## src/rtl/reg_bank8.sv

```systemverilog
// reg_bank8: eight-entry register bank with registered select for a downstream 8:1 mux.
// Optional build macro REG_BANK_ZERO_REG_EN hard-wires entry 0 to zero and keeps valid[0] set.
module reg_bank8 #(
  parameter int k = 8
) (
  input  logic         clk,
  input  logic         rst,
  input  logic         we,
  input  logic [2:0]   waddr,
  input  logic [k-1:0] wdata,
  input  logic         clr,
  input  logic         re,
  input  logic [2:0]   raddr,
  output logic [k-1:0] q0,
  output logic [k-1:0] q1,
  output logic [k-1:0] q2,
  output logic [k-1:0] q3,
  output logic [k-1:0] q4,
  output logic [k-1:0] q5,
  output logic [k-1:0] q6,
  output logic [k-1:0] q7,
  output logic [2:0]   sel,
  output logic         sel_vld,
  output logic [7:0]   valid,
  output logic         rd_uninit
);
`ifdef REG_BANK_ZERO_REG_EN
  localparam bit zr = 1'b1;
`else
  localparam bit zr = 1'b0;
`endif
  localparam logic [7:0] vrst = zr ? 8'h01 : 8'h00;
  logic [7:0][k-1:0] mem;
  logic wok;
  assign wok = we & ~(zr & (waddr == 3'd0));
  always_ff @(posedge clk or posedge rst) begin
    if (rst) begin
      mem       <= '0;
      valid     <= vrst;
      sel       <= '0;
      sel_vld   <= 1'b0;
      rd_uninit <= 1'b0;
    end else begin
      if (clr) begin
        mem   <= '0;
        valid <= vrst;
      end else if (wok) begin
        mem[waddr]   <= wdata;
        valid[waddr] <= 1'b1;
      end
      if (re) sel <= raddr;
      sel_vld   <= re;
      // flag uses the mask as it stood before this edge
      rd_uninit <= re & ~valid[raddr];
    end
  end
  assign q0 = zr ? '0 : mem[0];
  assign q1 = mem[1];
  assign q2 = mem[2];
  assign q3 = mem[3];
  assign q4 = mem[4];
  assign q5 = mem[5];
  assign q6 = mem[6];
  assign q7 = mem[7];
endmodule

```

## config.mk

```make
export PLATFORM = sky130hd
export DESIGN_NAME = reg_bank8
export DESIGN_NICKNAME = d
export VERILOG_FILES = /design/src/rtl/reg_bank8.sv
export SDC_FILE = /design/constraint.sdc
export NUM_CORES = 1
export LEC_CHECK = 0
export CAP_MARGIN = 20
export CORE_UTILIZATION = 47
export CTS_CLUSTER_DIAMETER = 50
export CTS_CLUSTER_SIZE = 8
export DETAILED_ROUTE_END_ITERATION = 8
export PLACE_DENSITY = 0.8
export SLEW_MARGIN = 30
export SYNTH_ARGS = -nofsm -noshare
export SYNTH_HDL_FRONTEND = slang
export SYNTH_SLANG_ARGS = --single-unit
```

## constraint.sdc

```tcl
create_clock -name clk -period 3.05 [get_ports clk]
set_clock_uncertainty 0.05 [all_clocks]
set_input_delay 0.7625 -clock clk [delete_from_list [all_inputs] [get_ports clk]]
set_output_delay 0.7625 -clock clk [all_outputs]
set_load 0.03 [all_outputs]
```

# Word level (Yosys, flattened, before mapping)
# Cells that the tools add are included.
[totals] register_bits=77 latchBits=0 ram_bits=0 rom_bits=0 inputBits=19 output_inout_bits=77 word_cells=31 mem_count=0
[classes] addsub=0 mul=0 div=0 n_lt_le_gt_ge=3 eq_ne=0 shifts=0 muxes=11 bitwise=3 reduce_logical=2
[ops] operator="two-way mux 64 bit" count=2
[ops] operator="bitwise mux 64 bit" count=1
[ops] operator="demux 8 bit (select 3 bit)" count=1
[ops] operator="two-way mux 8 bit" count=3
[ops] operator="less-than comparator 3 x 4 -> 1 bit, second input constant" count=2
[ops] operator="bitwise OR 8 bit" count=1
[ops] operator="binary-select mux 1 bit (select 3 bit)" count=1
[ops] operator="demux 1 bit (select 3 bit)" count=1
[ops] operator=">= comparator 3 x 1 -> 1 bit, second input constant" count=1
[ops] operator="two-way mux 1 bit" count=2
[ops] operator="nonzero test 2 bit" count=1
[ops] operator="AND 1 bit" count=1
[ops] operator="logical AND 1 bit" count=1
[ops] operator="NOT 1 bit" count=1

# Logic depth before layout (Yosys ltp)
# Gate-level depths: netlist (run 1).
[depth] word_depth=7 ltp_mapped=5 mapped_depth_nobuf=3

# Worst setup path before layout (run 1)
# Ideal clock, no wire load.
[synth_timing] path_kind="input to register" start="input port raddr[1]" end="register rd_uninit" setup_ns=0.119 arrival_time_ns=1.584 required_ns=2.881 setup_slack_ns=1.297 path_stages=4 n_path_buf=1 cell_sequence="buf_6 -> mux2i_1 -> mux4_2 -> and2_1"
[synth_via] elab_chain_len=4
[synth_lines] item="start: declaration" line="13" text="input logic [2:0] raddr,"
[synth_lines] item="binary-select mux 1 bit (select 3 bit)" line="54" text="rd_uninit <= re & ~valid[raddr];"
[synth_lines] item="two-way mux 1 bit (implied by the code)" line="54"
[synth_lines] item="NOT 1 bit" line="54"
[synth_lines] item="AND 1 bit" line="54"
[synth_lines] item="end signal: assignment" line="54"
[synth_lines] item="end: declaration" line="25" text="output logic rd_uninit"
# No other way between the ends. The select of a mux whose other input is x is not followed.
# A chain may end at the register's enable or synchronous reset.

# Final worst setup path (run 1)
[layout_timing] start="register valid[2]" end="output port valid[2]"
[layout_rtl] item="start: declaration" line="24" text="output logic [7:0] valid,"
[layout_rtl] item="start signal: assignment" line="39" text="valid <= vrst;"
[layout_rtl] item="start signal: assignment" line="46" text="valid <= vrst;"
# No word-level cell between the ends.

==> run summary, run 1 <==
Util after Layout -> 0.669
Pint -> 1.53 mW
Final Net Count -> 415
CP max-delay cell -> clkdlybuf4s50_1
Slew margin rel. -> 0.573
Switch Pwr -> 0.521 mW
Post-CTS sizing -> 0
Die X -> 84.9 um
Clk buf depth -> 2
FF+latch area -> 1930 um^2
Fin. max-slew vios -> 0
Multi-input gate area -> 1140 um^2
Wire per inst -> 16.7 um
CTS tree -> done
Layout area overhead -> 34.6%
Max Cap Violations -> 0
Via density per instance -> 5.29
CTS root buf -> clkbuf_8
Clk_lat worst skew -> 0.34 ns
Pwr/cell area -> 472 nW/um^2
Layout cells sized above 1 -> 0.0723
Setup tns final -> 0 ns
Avg Inst Size Synth -> 10.3 um^2
Worst Hold Margin -> 0.459 ns
Post-CTS setup buffer count -> 0
Sequential share of the synthesized area -> 0.597
Std-Cell Rows -> 29
Tmin final -> 2.25 ns
Die extent in y -> 84.9 um
Leak -> 1.81 nW
Die ar. -> 7200 um^2
Synth warnings -> 0
Comb power frac -> 0.125
Critical Path, Cell by Cell -> clkdlybuf4s50_1
Largest net degree at the start of global routing -> 35
Dpl hpwl -> 5.44 mm
Worst path arrival time -> 1.44 ns
Htree depth -> 3
Initial antenna violation count -> 0
Initial DRC Count -> 184
Synth Instances -> 313
Filler cells -> 502
WS Path Type -> reg2out
Grt ovf -> 0
FMAX -> 444 MHz
Failing checks -> DRC
Synth top area share -> 0.597
Final period utilization -> 0.738
Register bit total from synthesis -> 77
Initial Util -> 0.497
Switch share -> 0.254
CTS Buf Count -> 9
Cell Area, Synth -> 3230 um^2
First-pass GRT wire length -> 13.2 mm
RePlAce Congestion -> 0.766
Final std cells w/o fill -> 478
Post-synthesis cell type count -> 20
Cell taking the most area after synthesis -> dfrtp_1
Drt drc -> 6
Inst Count DP -> 462
DR pass1 iterations -> 9
Largest stage delay on the critical path -> 0.69 ns
Critical-path maximum fanout -> 3
DRT antenna net count -> 0
Routed wire length -> 8.00 mm
Worst Setup Start Kind -> flop
Sink Count -> 77
Setup Viol. Count Final -> 0
Vias -> 2,531
Buf+Inv Stages, Crit Path -> 1
Critical path's top delay family -> buffers and inverters
Actual slew at the worst max-slew pin -> 0.640 ns
Post-CTS Hold Buffers -> 0
N_diodes -> 0
Place WS -> 0.507 ns
Clock slew at reported path FFs -> 0.07 ns
Total GRT Usage -> 0.242
Vias in the first global route -> 2,491
Critical Path RT -> 2.24 ns
Share of total power in sequential cells -> 0.518
Core area -> 6490 um^2
HP Class -> reg2reg
Worst vdd ir -> 0.000362 V
Clk pwr share -> 0.357
Mapped Nets -> 332
Area contributors post-synth -> dfrtp_1 60%, nand2_1 9.3%, mux2i_1 8.7%
Crit path capture type -> output pin
RSZ-0062 raised after global routing -> no
Port bufs -> 95
Status -> complete, but fails checks
Worst setup margin -> 0.800 ns
Ports -> 96
Final hold violations -> 0
-- power by group through the flow --
stage          sequential, mW  clock, mW  combinational, mW
3_3_place_gp             1.08          0              0.254
3_5_place_dp             1.08          0              0.258
6_report                 1.06      0.732              0.257
5_1_grt                  1.07      0.784              0.277
2_1_floorplan            1.13          0              0.102
4_1_cts                  1.06      0.742              0.259
-- cells in the mapped netlist --
cell / n
nand2_1: 80
dfrtp_1: 77
a21oi_1: 40
nor2_1: 40
mux2i_1: 28
clkbuf_1: 16
buf_2: 6
buf_6: 5
and4b_1: 3
and4bb_2: 3
mux2_2: 3
nand4b_1: 3
buf_4: 2
and2_1: 1
and4_1: 1
inv_1: 1
mux4_2: 1
nand4_1: 1
nor4b_4: 1
or4b_1: 1
-- registers in the layout (all words and copies together) (netlist names) --
name,flops
q5,8
q6,8
q0,8
q4,8
rd_uninit,1
q3,8
sel_vld,1
q2,8
valid,8
sel,3
q7,8
q1,8
-- cell type report --
class	count	area share
multi-input cells	206	0.262
inverters	1	0.000864
well taps	77	0.0222
repair buffers	101	0.228
flip-flops and latches	77	0.444
clock buffers	16	0.0438
-- through the flow --
stage / area [um^2] / total power [mW]
2_1_floorplan: 3230 / 1.24
3_3_place_gp: 4150 / 1.34
6_report: 4340 / 2.05
3_5_place_dp: 4150 / 1.34
5_1_grt: 4340 / 2.13
4_1_cts: 4340 / 2.06
-- final timing paths --
path / slack (ns) / cells after the start / startpoint / to
hold reg to reg: 0.46 / 1 / sel[2] / sel[2]
hold / removal: 0.46 / 1 / sel[2] / sel[2]
setup reg to reg: 1.78 / 3 / valid[2] / rd_uninit
min in group asynchronous: 0.69 / 2 / rst / q6[1]
max in group asynchronous: 1.64 / 3 / rst / q6[6]
setup / recovery: 0.80 / 1 / valid[2] / valid[2]
-- placed cells by master, fill, tap and decap left out --
master / netlist / routed
and2_1: 1 / 1
clkbuf_8: 0 / 13
and4b_1: 3 / 3
inv_2: 0 / 1
nand4b_1: 3 / 3
clkdlybuf4s50_1: 0 / 94
or4b_1: 1 / 1
nand2_1: 80 / 80
and4bb_2: 3 / 3
mux2_2: 3 / 3
a21oi_1: 40 / 40
mux4_2: 1 / 1
buf_2: 6 / 1
buf_4: 2 / 6
and4_1: 1 / 1
nor2_1: 40 / 40
mux2i_1: 28 / 28
nand4_1: 1 / 1
clkbuf_1: 16 / 3
nor4b_4: 1 / 1
dfrtp_1: 77 / 77
-- kinds of logic (layout without fill, tap and decap cells) --
| kind of cell | Yosys count | in the layout | share of synthesized area |
|---|---|---|---|
| compound gates | 40 | 40 | 0.0620 |
| simple gates | 134 | 134 | 0.186 |
| flops | 77 | 77 | 0.597 |
| mux | 32 | 32 | 0.104 |
| buf+inv | 30 | 118 | 0.0512 |
-- per-layer routing --
layer  wire (um)  GRT usage  part of all wire  vias to the layer above
li1            -          -                 -                     1186
met4         127     0.0971             0.016                        0
met1        3550      0.325              0.44                     1250
met5           0          0                 0                        -
met2        3770      0.373              0.47                       82
met3         557     0.0730             0.070                       13
Note: power is estimated with default switching activity, not from simulation.
==> run 2, diff against run 1 <==
==> constraint.sdc (replaced) <==
create_clock -name clk -period 2.1 [get_ports clk]
set_clock_uncertainty 0.05 [all_clocks]
set_input_delay 0.525 -clock clk [delete_from_list [all_inputs] [get_ports clk]]
set_output_delay 0.525 -clock clk [all_outputs]
set_load 0.03 [all_outputs]
==> run summary, run 2 (same netlist as run 1, synthesis figures left out) <==
Fin. max-slew vios -> 0
Final Net Count -> 418
Post-CTS setup buffer count -> 0
Layout cells sized above 1 -> 0.0842
FMAX -> 492 MHz
Die extent in y -> 84.9 um
Post-CTS sizing -> 0
Actual slew at the worst max-slew pin -> 0.495 ns
Worst setup margin -> 0.0677 ns
Final period utilization -> 0.968
RSZ-0062 raised after global routing -> no
Setup tns final -> 0 ns
Via density per instance -> 5.36
Crit path capture type -> output pin
Max Cap Violations -> 0
Setup Viol. Count Final -> 0
CTS root buf -> clkbuf_8
Std-Cell Rows -> 29
N_diodes -> 0
Vias -> 2,578
Critical Path End -> valid[5]
Clock slew at reported path FFs -> 0.08 ns
HP Class -> reg2reg
Worst r2r src -> valid[5]
Wire per inst -> 17.0 um
Grt ovf -> 0
Status -> complete, but fails checks
R2R setup slack -> 0.80 ns
Util after Layout -> 0.677
CP max-delay cell -> clkdlybuf4s50_1
Layout area overhead -> 36.2%
Ports -> 96
Routed wire length -> 8.18 mm
Worst Reg-to-Reg Cells -> 3
Largest stage delay on the critical path -> 0.70 ns
Final hold violations -> 0
Clk_lat worst skew -> 0.34 ns
Vias in the first global route -> 2,489
R2r endpoint -> rd_uninit
Initial Util -> 0.497
DRT antenna net count -> 0
Worst vdd ir -> 0.000397 V
Initial antenna violation count -> 0
CTS Buf Count -> 9
Buf+Inv Stages, Crit Path -> 1
Largest net degree at the start of global routing -> 78
Critical path's top delay family -> buffers and inverters
WS Path Type -> reg2out
CTS tree -> done
Pwr/cell area -> 688 nW/um^2
Clk buf depth -> 2
Stages on the worst setup path -> 1
Die X -> 84.9 um
Port bufs -> 95
RePlAce Congestion -> 0.752
Worst Hold Margin -> 0.468 ns
Drt drc -> 3
Die ar. -> 7200 um^2
Worst Hold Depth -> 1
Initial DRC Count -> 143
DR pass1 iterations -> 7
Htree depth -> 3
Most frequent cells in the layout -> 94 x clkdlybuf4s50_1, 80 x nand2_1, 77 x dfrtp_1
Total GRT Usage -> 0.242
Core area -> 6490 um^2
Filler cells -> 498
Worst Setup Start Kind -> flop
Dpl hpwl -> 5.37 mm
Slew margin rel. -> 0.669
Tmin final -> 2.03 ns
Origin of the worst setup path -> valid[5]
Failing checks -> DRC
Most common library cell in the layout ignoring fill and taps -> clkdlybuf4s50_1
Critical Path RT -> 1.52 ns
First-pass GRT wire length -> 13.1 mm
Critical-path maximum fanout -> 3
Leak -> 1.84 nW
Sink Count -> 77
Place WS -> -0.0124 ns
Post-CTS Hold Buffers -> 0
Worst path arrival time -> 1.46 ns
Critical Path, Cell by Cell -> clkdlybuf4s50_1
[run 2: cell types whose count changed in the layout (fill, tap and decap cells not counted), moves of 2 or more]
cell      change
clkinv_2      +4
clkbuf_8      -3
buf_12        +2
clkbuf_1      -2
[run 2: where the power goes]
group	total [mW]	switching [mW]	internal [mW]
logic	0.384	0.234	0.150
clock network	1.10	0.524	0.574
registers	1.54	0.0243	1.52
[run 2: cell type report]
type	instances	area (um^2)	share of cell area
timing repair buffer	104	1040	0.236
sequential	77	1930	0.438
clock buffer	11	141	0.0322
inverter	1	7.51	0.00171
tap	77	96.3	0.0219
clock inverter	5	50.0	0.0114
multi-input combinational	206	1140	0.258
[run 2: per-layer routing]
layer | vias up | track usage | part of all wire
met5 | - | 0 | 0
met4 | 0 | 0.0847 | 0.0072
met3 | 5 | 0.0554 | 0.084
met2 | 98 | 0.378 | 0.49
met1 | 1285 | 0.336 | 0.41
li1 | 1190 | - | -
[run 2: worst min path at each step]
stage,to,from
final,sel[0],sel[0]
after global routing,q0[5],q0[5]
after CTS,sel[0],sel[0]
after detailed placement,sel[0],sel[0]
after global placement,sel[2],sel[2]
after floorplan,sel_vld,re
[run 2: metrics by stage]
stage	cells	total power [mW]	cell area [um^2]
after detailed placement	465	1.96	4210
after CTS	481	3.04	4400
after global routing	481	3.12	4400
after floorplan	313	1.79	3230
after global placement	465	1.95	4210
final	481	3.03	4400
